==> src/rtl/id_exe_stage_reg.sv <==
// ---------------------------------------------------------------------------
// id_exe_stage_reg
//
// ID/EXE pipeline register of the 5-stage ARM core. Captures the decoded
// controls, operand values, shift_operand / immediate fields and the status
// flags at the end of ID and presents them, registered, to the EXE stage
// (Val2 generator, ALU, branch-target adder).
//
// Per rising edge the priority is rst > flush > freeze > load:
//   rst    : every output cleared to zero
//   flush  : a full-zero bubble is captured (even while frozen)
//   freeze : every output holds its previous value
//   load   : every field takes its input
//
// Ports
//   clk, rst              clock, synchronous active-high reset
//   flush, freeze         bubble insertion / hold
//   valid_in/valid_out    slot valid bit
//   pc_in/pc_out          PC+4 of the instruction
//   wb_en, mem_r_en, mem_w_en, b, s (_in/_out)  decoded controls
//   exe_cmd_in/_out       ALU command
//   val_rn, val_rm        register operand values
//   immediate             I bit
//   shift_operand         instruction[11:0], passed through
//   signed_imm_24         branch offset, passed through (no sign extension)
//   dest, src1, src2      register numbers
//   sr_in                 status flags {N,Z,C,V}
//   carry_out             captured C flag for ADC/SBC
//   is_mem_instruction_out  registered (mem_r_en_in | mem_w_en_in)
// ---------------------------------------------------------------------------
module id_exe_stage_reg #(
    parameter int DATA_W = 32,
    parameter int REG_AW = 4,
    parameter int CMD_W  = 4
) (
    input  logic              clk,
    input  logic              rst,
    input  logic              flush,
    input  logic              freeze,
    input  logic              valid_in,
    input  logic [DATA_W-1:0] pc_in,
    input  logic              wb_en_in,
    input  logic              mem_r_en_in,
    input  logic              mem_w_en_in,
    input  logic              b_in,
    input  logic              s_in,
    input  logic [CMD_W-1:0]  exe_cmd_in,
    input  logic [DATA_W-1:0] val_rn_in,
    input  logic [DATA_W-1:0] val_rm_in,
    input  logic              immediate_in,
    input  logic [11:0]       shift_operand_in,
    input  logic [23:0]       signed_imm_24_in,
    input  logic [REG_AW-1:0] dest_in,
    input  logic [REG_AW-1:0] src1_in,
    input  logic [REG_AW-1:0] src2_in,
    input  logic [3:0]        sr_in,
    output logic              valid_out,
    output logic [DATA_W-1:0] pc_out,
    output logic              wb_en_out,
    output logic              mem_r_en_out,
    output logic              mem_w_en_out,
    output logic              b_out,
    output logic              s_out,
    output logic [CMD_W-1:0]  exe_cmd_out,
    output logic [DATA_W-1:0] val_rn_out,
    output logic [DATA_W-1:0] val_rm_out,
    output logic              immediate_out,
    output logic [11:0]       shift_operand_out,
    output logic [23:0]       signed_imm_24_out,
    output logic [REG_AW-1:0] dest_out,
    output logic [REG_AW-1:0] src1_out,
    output logic [REG_AW-1:0] src2_out,
    output logic              carry_out,
    output logic              is_mem_instruction_out
);

    // One pipeline slot; an all-zero slot is the bubble.
    typedef struct packed {
        logic              valid;
        logic [DATA_W-1:0] pc;
        logic              wb_en;
        logic              mem_r_en;
        logic              mem_w_en;
        logic              b;
        logic              s;
        logic [CMD_W-1:0]  exe_cmd;
        logic [DATA_W-1:0] val_rn;
        logic [DATA_W-1:0] val_rm;
        logic              immediate;
        logic [11:0]       shift_operand;
        logic [23:0]       signed_imm_24;
        logic [REG_AW-1:0] dest;
        logic [REG_AW-1:0] src1;
        logic [REG_AW-1:0] src2;
        logic              carry;
        logic              is_mem;
    } slot_t;

    slot_t slot_in;
    slot_t slot_d;
    slot_t slot_q;

    // Controls are taken as presented, even when valid_in is low; zeroing
    // them for non-instructions is the hazard unit's job.
    always_comb begin
        slot_in               = '0;
        slot_in.valid         = valid_in;
        slot_in.pc            = pc_in;
        slot_in.wb_en         = wb_en_in;
        slot_in.mem_r_en      = mem_r_en_in;
        slot_in.mem_w_en      = mem_w_en_in;
        slot_in.b             = b_in;
        slot_in.s             = s_in;
        slot_in.exe_cmd       = exe_cmd_in;
        slot_in.val_rn        = val_rn_in;
        slot_in.val_rm        = val_rm_in;
        slot_in.immediate     = immediate_in;
        slot_in.shift_operand = shift_operand_in;
        slot_in.signed_imm_24 = signed_imm_24_in;
        slot_in.dest          = dest_in;
        slot_in.src1          = src1_in;
        slot_in.src2          = src2_in;
        slot_in.carry         = sr_in[1];
        slot_in.is_mem        = mem_r_en_in | mem_w_en_in;
    end

    // Flush beats freeze so a taken branch can squash the slot behind a
    // stalled memory access. Data fields are zeroed too, so a bubble never
    // looks like a write to r0 to the forwarding/hazard logic.
    always_comb begin
        slot_d = slot_q;
        if (flush) begin
            slot_d = '0;
        end else if (!freeze) begin
            slot_d = slot_in;
        end
    end

    // ID -> EXE boundary
    always_ff @(posedge clk) begin
        if (rst) begin
            slot_q <= '0;
        end else begin
            slot_q <= slot_d;
        end
    end

    assign valid_out              = slot_q.valid;
    assign pc_out                 = slot_q.pc;
    assign wb_en_out              = slot_q.wb_en;
    assign mem_r_en_out           = slot_q.mem_r_en;
    assign mem_w_en_out           = slot_q.mem_w_en;
    assign b_out                  = slot_q.b;
    assign s_out                  = slot_q.s;
    assign exe_cmd_out            = slot_q.exe_cmd;
    assign val_rn_out             = slot_q.val_rn;
    assign val_rm_out             = slot_q.val_rm;
    assign immediate_out          = slot_q.immediate;
    assign shift_operand_out      = slot_q.shift_operand;
    assign signed_imm_24_out      = slot_q.signed_imm_24;
    assign dest_out               = slot_q.dest;
    assign src1_out               = slot_q.src1;
    assign src2_out               = slot_q.src2;
    assign carry_out              = slot_q.carry;
    assign is_mem_instruction_out = slot_q.is_mem;

endmodule

==> config.mk <==
export PLATFORM = sky130hd
export DESIGN_NAME = id_exe_stage_reg
export DESIGN_NICKNAME = d
export VERILOG_FILES = /design/src/rtl/id_exe_stage_reg.sv
export SDC_FILE = /design/constraint.sdc
export NUM_CORES = 1
export LEC_CHECK = 0
export ABC_AREA = 1
export CAP_MARGIN = 10
export CORE_MARGIN = 5
export CORE_UTILIZATION = 39
export DETAILED_ROUTE_END_ITERATION = 8
export PLACE_DENSITY = 0.8
export RECOVER_POWER = 50
export SYNTH_ARGS = -nofsm -noshare
export SYNTH_HDL_FRONTEND = slang
export SYNTH_SLANG_ARGS = --single-unit
==> constraint.sdc <==
create_clock -name clk -period 1.3 [get_ports clk]
set_clock_uncertainty 0.1 [all_clocks]
set_input_delay 0.26 -clock clk [delete_from_list [all_inputs] [get_ports clk]]
set_output_delay 0.26 -clock clk [all_outputs]
set_load 0.01 [all_outputs]
==> results.cfg, run 1 <==
[global_route]
grt_antenna_before_repair = 0
grt_pass1_vias = 5558
grt-ovfl-total = 0
grtUsageTotal = 0.2008
grt_max_degree = 54
grt_pass1_wl_mm = 29.00

[timing]
slew_headroom = 0.7896
setup_viol_count_final = 0
fin_hold_ws_ns = 0.2085
setup_tns_ns = 0
hold_viol = 0
max_freq_ghz = 0.7948
worst-slew-pin-transition_ns = 0.3155
finalCriticalPeriod_ns = 1.258
post-route-period-util = 0.9679
drv_slew = 0

[yosys]
syn_inst = 683
syn_avg_cell_area_um2 = 8.812
ys_types = 13
synth_area_leader_cell = dfxtp_1
syn_area_mm2 = 0.006018
ys_warn_count = 0
synth_seq_cells = 157
synthTopCellsByArea = dfxtp_1 52%, nand2_1 20%, a21oi_2 19%, buf_8 2.5%, buf_2 2.3%
synth_edf_count = 0
synthFlopType = dfxtp_1
synth_most_common_cell = nand2_1
syn_nets = 846
synth_top_area_share = 0.5222
synth_common_cells = 313 x nand2_1, 157 x dfxtp_1, 130 x a21oi_2
ys_seq_area_frac = 0.5222
synthArstFlopShare = 0

[job]
drv_cap = 0

[floorplan]
die_y_um = 134.2
chipWidth_um = 134.2
core_area_mm2 = 0.01515
io_pins = 320
rows = 45
die_area_mm2 = 0.01802
initial_core_util = 0.3974

[worst_setup_path]
critical_path.max_stage_delay_ns = 0.34
critPathKind = reg -> out
cp.required_ns = 0.94
crit_buf_inv = 1
path_cells = buf_2
rr_startpoint = src1_out[1]
startpoint_type = register
startpoint = val_rm_out[20]
critPathArrivalTime_ns = 0.90
critical_path.top_delay_family = flip-flops
end_kind = output port
critPathMaxFanout = 2
critPathSlowestCell = dfxtp_1

[hold_path]
min_path_type = in -> reg
hp-start = freeze

[routing]
drc = 0
vias = 5679
viasPerCell = 4.721
final_antenna_net_count = 0
routed_wl_mm = 18.96
drtIter0Drc = 207
first_pass_iters = 4
wl_per_cell_um = 15.76

[power_and_ir_drop]
powerDensity_mw_per_mm2 = 1262
switchingPower_mw = 2.735
switching_share = 0.2380
peakVddDrop_mv = 0.7770
p_leak_nw = 3.884
p_comb_frac = 0.122
seqPwrFrac = 0.440
pwr-share-clk = 0.438
power.total_mw = 11.49
p_int_mw = 8.754

[clock_network]
htreeDepth = 4
cts_setup_buffers = 0
cts_buffers = 17
clk_pin_slew_ns = 0.06
ctsResizeCount = 650
clock_path_buffers = 2
insertion_delay_ns = 0.42
cts_tree = done
cts.sinks = 157
cts_hold_buf = 0
cts-root-buf = clkbuf_16

[placed_design]
io_buffers = 316
dp_cells = 1171
gp_congestion = 0.8071
hpwl_mm = 13.96

[finish]
nets = 1165
synthToLayoutAreaGrowth_pct = 51.27
fin_cells = 1203
layout-drive-gt1-share = 0.3113
post-route-util = 0.6011
diodes = 0

[run_status]
status = complete, no violations
-- per-layer routing --
metal	track usage	share of wire	wire length (um)
met1	0.2357	0.40	7645
met2	0.3360	0.47	8930
met3	0.08402	0.11	2023
met4	0.05939	0.019	358
met5	0	0	0
-- state kept, by name, summed over array words and instances, names as in the netlist, 4 cells and up --
signal,cells
dest_out,4
exe_cmd_out,4
pc_out,32
shift_operand_out,12
signed_imm_24_out,24
src1_out,4
src2_out,4
val_rm_out,32
val_rn_out,32
-- cells in the final DEF, fill, tap and decap left out, drive strengths merged --
cell type,Yosys,final
a21oi,157,157
buf,47,182
bufinv,0,2
clkbuf,6,34
clkdlybuf4s50,0,158
clkinv,0,3
clkinvlp,0,3
dfxtp,157,157
inv,1,4
nand2,313,313
o21ai,1,1
or2,1,1
-- worst paths after layout --
kind | endpoint | slack (ns) | depth (start not counted)
worst max-delay path | val_rm_out[20] | 0.04 | 1
worst min-delay path | pc_out[26] | 0.21 | 5
worst max register to register | src1_out[1] | 0.57 | 2
worst min register to register | pc_out[29] | 0.36 | 2
-- metrics by stage --
step / setup WS, ns / cell area, um^2
after floorplan: 0.1614 / 6018
after global placement: -0.3069 / 9498
after detailed placement: -0.3160 / 9498
after CTS: 0.005662 / 9341
after global routing: -0.002771 / 9104
final: 0.04174 / 9104
-- power groups by stage --
stage | Combinational, mW | Sequential (mW) | Clock, mW
after floorplan | 0.588 | 5.22 | 0
after global placement | 1.63 | 5.15 | 0
after detailed placement | 1.63 | 5.15 | 0
after CTS | 1.50 | 5.04 | 5.15
after global routing | 1.52 | 5.07 | 5.35
final | 1.40 | 5.05 | 5.03
-- tightest hold or removal path: cells and delay by family --
kind | cells | cell delay, ns
AOI/OAI and AO/OA | 1 | 0.05
buffers and inverters | 3 | 0.32
and+or+nand+nor | 1 | 0.05
-- final cells by class --
cell class	instances	area, um^2
fill	1438	6042
sequential	157	3201
timing repair buffer	353	2905
multi-input combinational	472	2155
clock buffer	21	470.5
tap	188	235.2
clock inverter	11	131.4
inverter	1	6.256
-- logic make-up (layout without fill, tap and decap cells) --
kind of cell,count (synthesis),in the layout,share of synthesized area
buffers and inverters,54,386,0.06902
and+or+nand+nor,314,314,0.1963
DFF,157,157,0.5222
AOI/OAI and AO/OA,158,158,0.2125
Power figures use the tool's default switching activity.
==> run 2, diff against run 1 <==
--- a/config.mk
+++ b/config.mk
@@ -10,7 +10,7 @@
 export CORE_MARGIN = 5
 export CORE_UTILIZATION = 39
 export DETAILED_ROUTE_END_ITERATION = 8
-export PLACE_DENSITY = 0.8
+export PLACE_DENSITY = 0.84
 export RECOVER_POWER = 50
 export SYNTH_ARGS = -nofsm -noshare
 export SYNTH_HDL_FRONTEND = slang
==> run 2 against run 1 <==
Against the previous run:
- non-clock buffer count down 16
- sequential power about the same
- via count down 1.9%
- final cell count down 1.3%
- global-route usage down 0.077 points
- combinational power down 6%
- core utilization down 2.3 points
- total power down 4.4%
- critical endpoint is now src1_out[3]
- largest power group unchanged
- highest routed layer unchanged
==> results.cfg, run 2 (synthesis results as in run 1) <==
[run_status]
status = complete, no violations

[floorplan]
chipWidth_um = 134.2
rows = 45
initial_core_util = 0.3974
die_y_um = 134.2
io_pins = 320
core_area_mm2 = 0.01515
die_area_mm2 = 0.01802

[worst_setup_path]
cp.required_ns = 0.94
crit_buf_inv = 1
critPathMaxFanout = 2
path_cells = buf_2
startpoint = src1_out[3]
critPathArrivalTime_ns = 0.89
rr_startpoint = pc_out[15]
startpoint_type = register
critical_path.max_stage_delay_ns = 0.33
critPathKind = reg -> out
end_kind = output port
critPathSlowestCell = dfxtp_1
critical_path.top_delay_family = flip-flops

[routing]
first_pass_iters = 4
vias = 5572
viasPerCell = 4.694
drtIter0Drc = 191
wl_per_cell_um = 15.81
drc = 0
final_antenna_net_count = 0
routed_wl_mm = 18.77

[global_route]
grt_pass1_wl_mm = 28.87
grt_max_degree = 75
grtUsageTotal = 0.2000
grt_pass1_vias = 5562
grt_antenna_before_repair = 0
grt-ovfl-total = 0

[placed_design]
dp_cells = 1155
placed_area_mm2 = 0.009303
gp_congestion = 0.7789
io_buffers = 316
hpwl_mm = 13.78

[finish]
final_common_cell = nand2_1
stdcell_area_mm2 = 0.008760
most-common-layout-cells = 313 x nand2_1, 158 x clkdlybuf4s50_1, 142 x buf_2
multi_input_area_mm2 = 0.002106
fin_cells = 1187
regArea_mm2 = 0.003182
nets = 1149
post-route-util = 0.5784
synthToLayoutAreaGrowth_pct = 45.55
layout-drive-gt1-share = 0.2713
fill_cells = 1468
diodes = 0

[timing]
rsz0062_at_grt = no
post-route-period-util = 0.9637
finalCriticalPeriod_ns = 1.253
hold_viol = 0
slew_headroom = 0.7550
fin_hold_ws_ns = 0.1875
setup_viol_count_final = 0
drv_slew = 0
worst-slew-pin-transition_ns = 0.3675
max_freq_ghz = 0.7982

[clock_network]
cts_buffers = 17
clock_path_buffers = 2
cts_tree = done
clk_pin_slew_ns = 0.06
ctsResizeCount = 652
htreeDepth = 4
insertion_delay_ns = 0.41
cts.sinks = 157
cts_setup_buffers = 0
cts-root-buf = clkbuf_16
cts_hold_buf = 0

[power_and_ir_drop]
peakVddDrop_mv = 0.7724
p_leak_nw = 3.738
powerDensity_mw_per_mm2 = 1254

[job]
drv_cap = 0

[hold_path]
min_path_type = in -> reg
hp-start = freeze
run 2: power breakdown:
| part | internal [mW] | switching [mW] |
|---|---|---|
| clock | 2.62 | 2.00 |
| combinational | 0.714 | 0.605 |
| sequential | 4.97 | 0.0743 |
run 2: area by class of cell:
class,count,area share
repair buffers,337,0.3054
flip-flops and latches,157,0.3632
clock buffers,22,0.05414
multi-input cells,472,0.2404
well taps,188,0.02685
clock inverters,10,0.009284
inverters,1,0.0007142
run 2: worst paths after layout:
| check | end | slack [ns] | cells past startpoint |
|---|---|---|---|
| min | val_rm_out[19] | 0.19 | 4 |
| max reg2reg | pc_out[15] | 0.56 | 2 |
| max | src1_out[3] | 0.05 | 1 |
| min reg2reg | val_rm_out[23] | 0.36 | 2 |
run 2: through the flow:
stage	setup TNS, ns	power, mW	worst slack [ns]
after floorplan	0	5.805	0.1614
after global placement	-34.81	6.706	-0.2638
after detailed placement	-35.70	6.718	-0.2777
after CTS	0	11.21	0.001954
after global routing	0	11.44	0.0001807
final	0	10.98	0.04720
run 2: metal layers:
metal  share of wire  GRT usage
met5               0          0
met3           0.097    0.07614
met2            0.48     0.3413
met4           0.025    0.07183
met1            0.39     0.2288
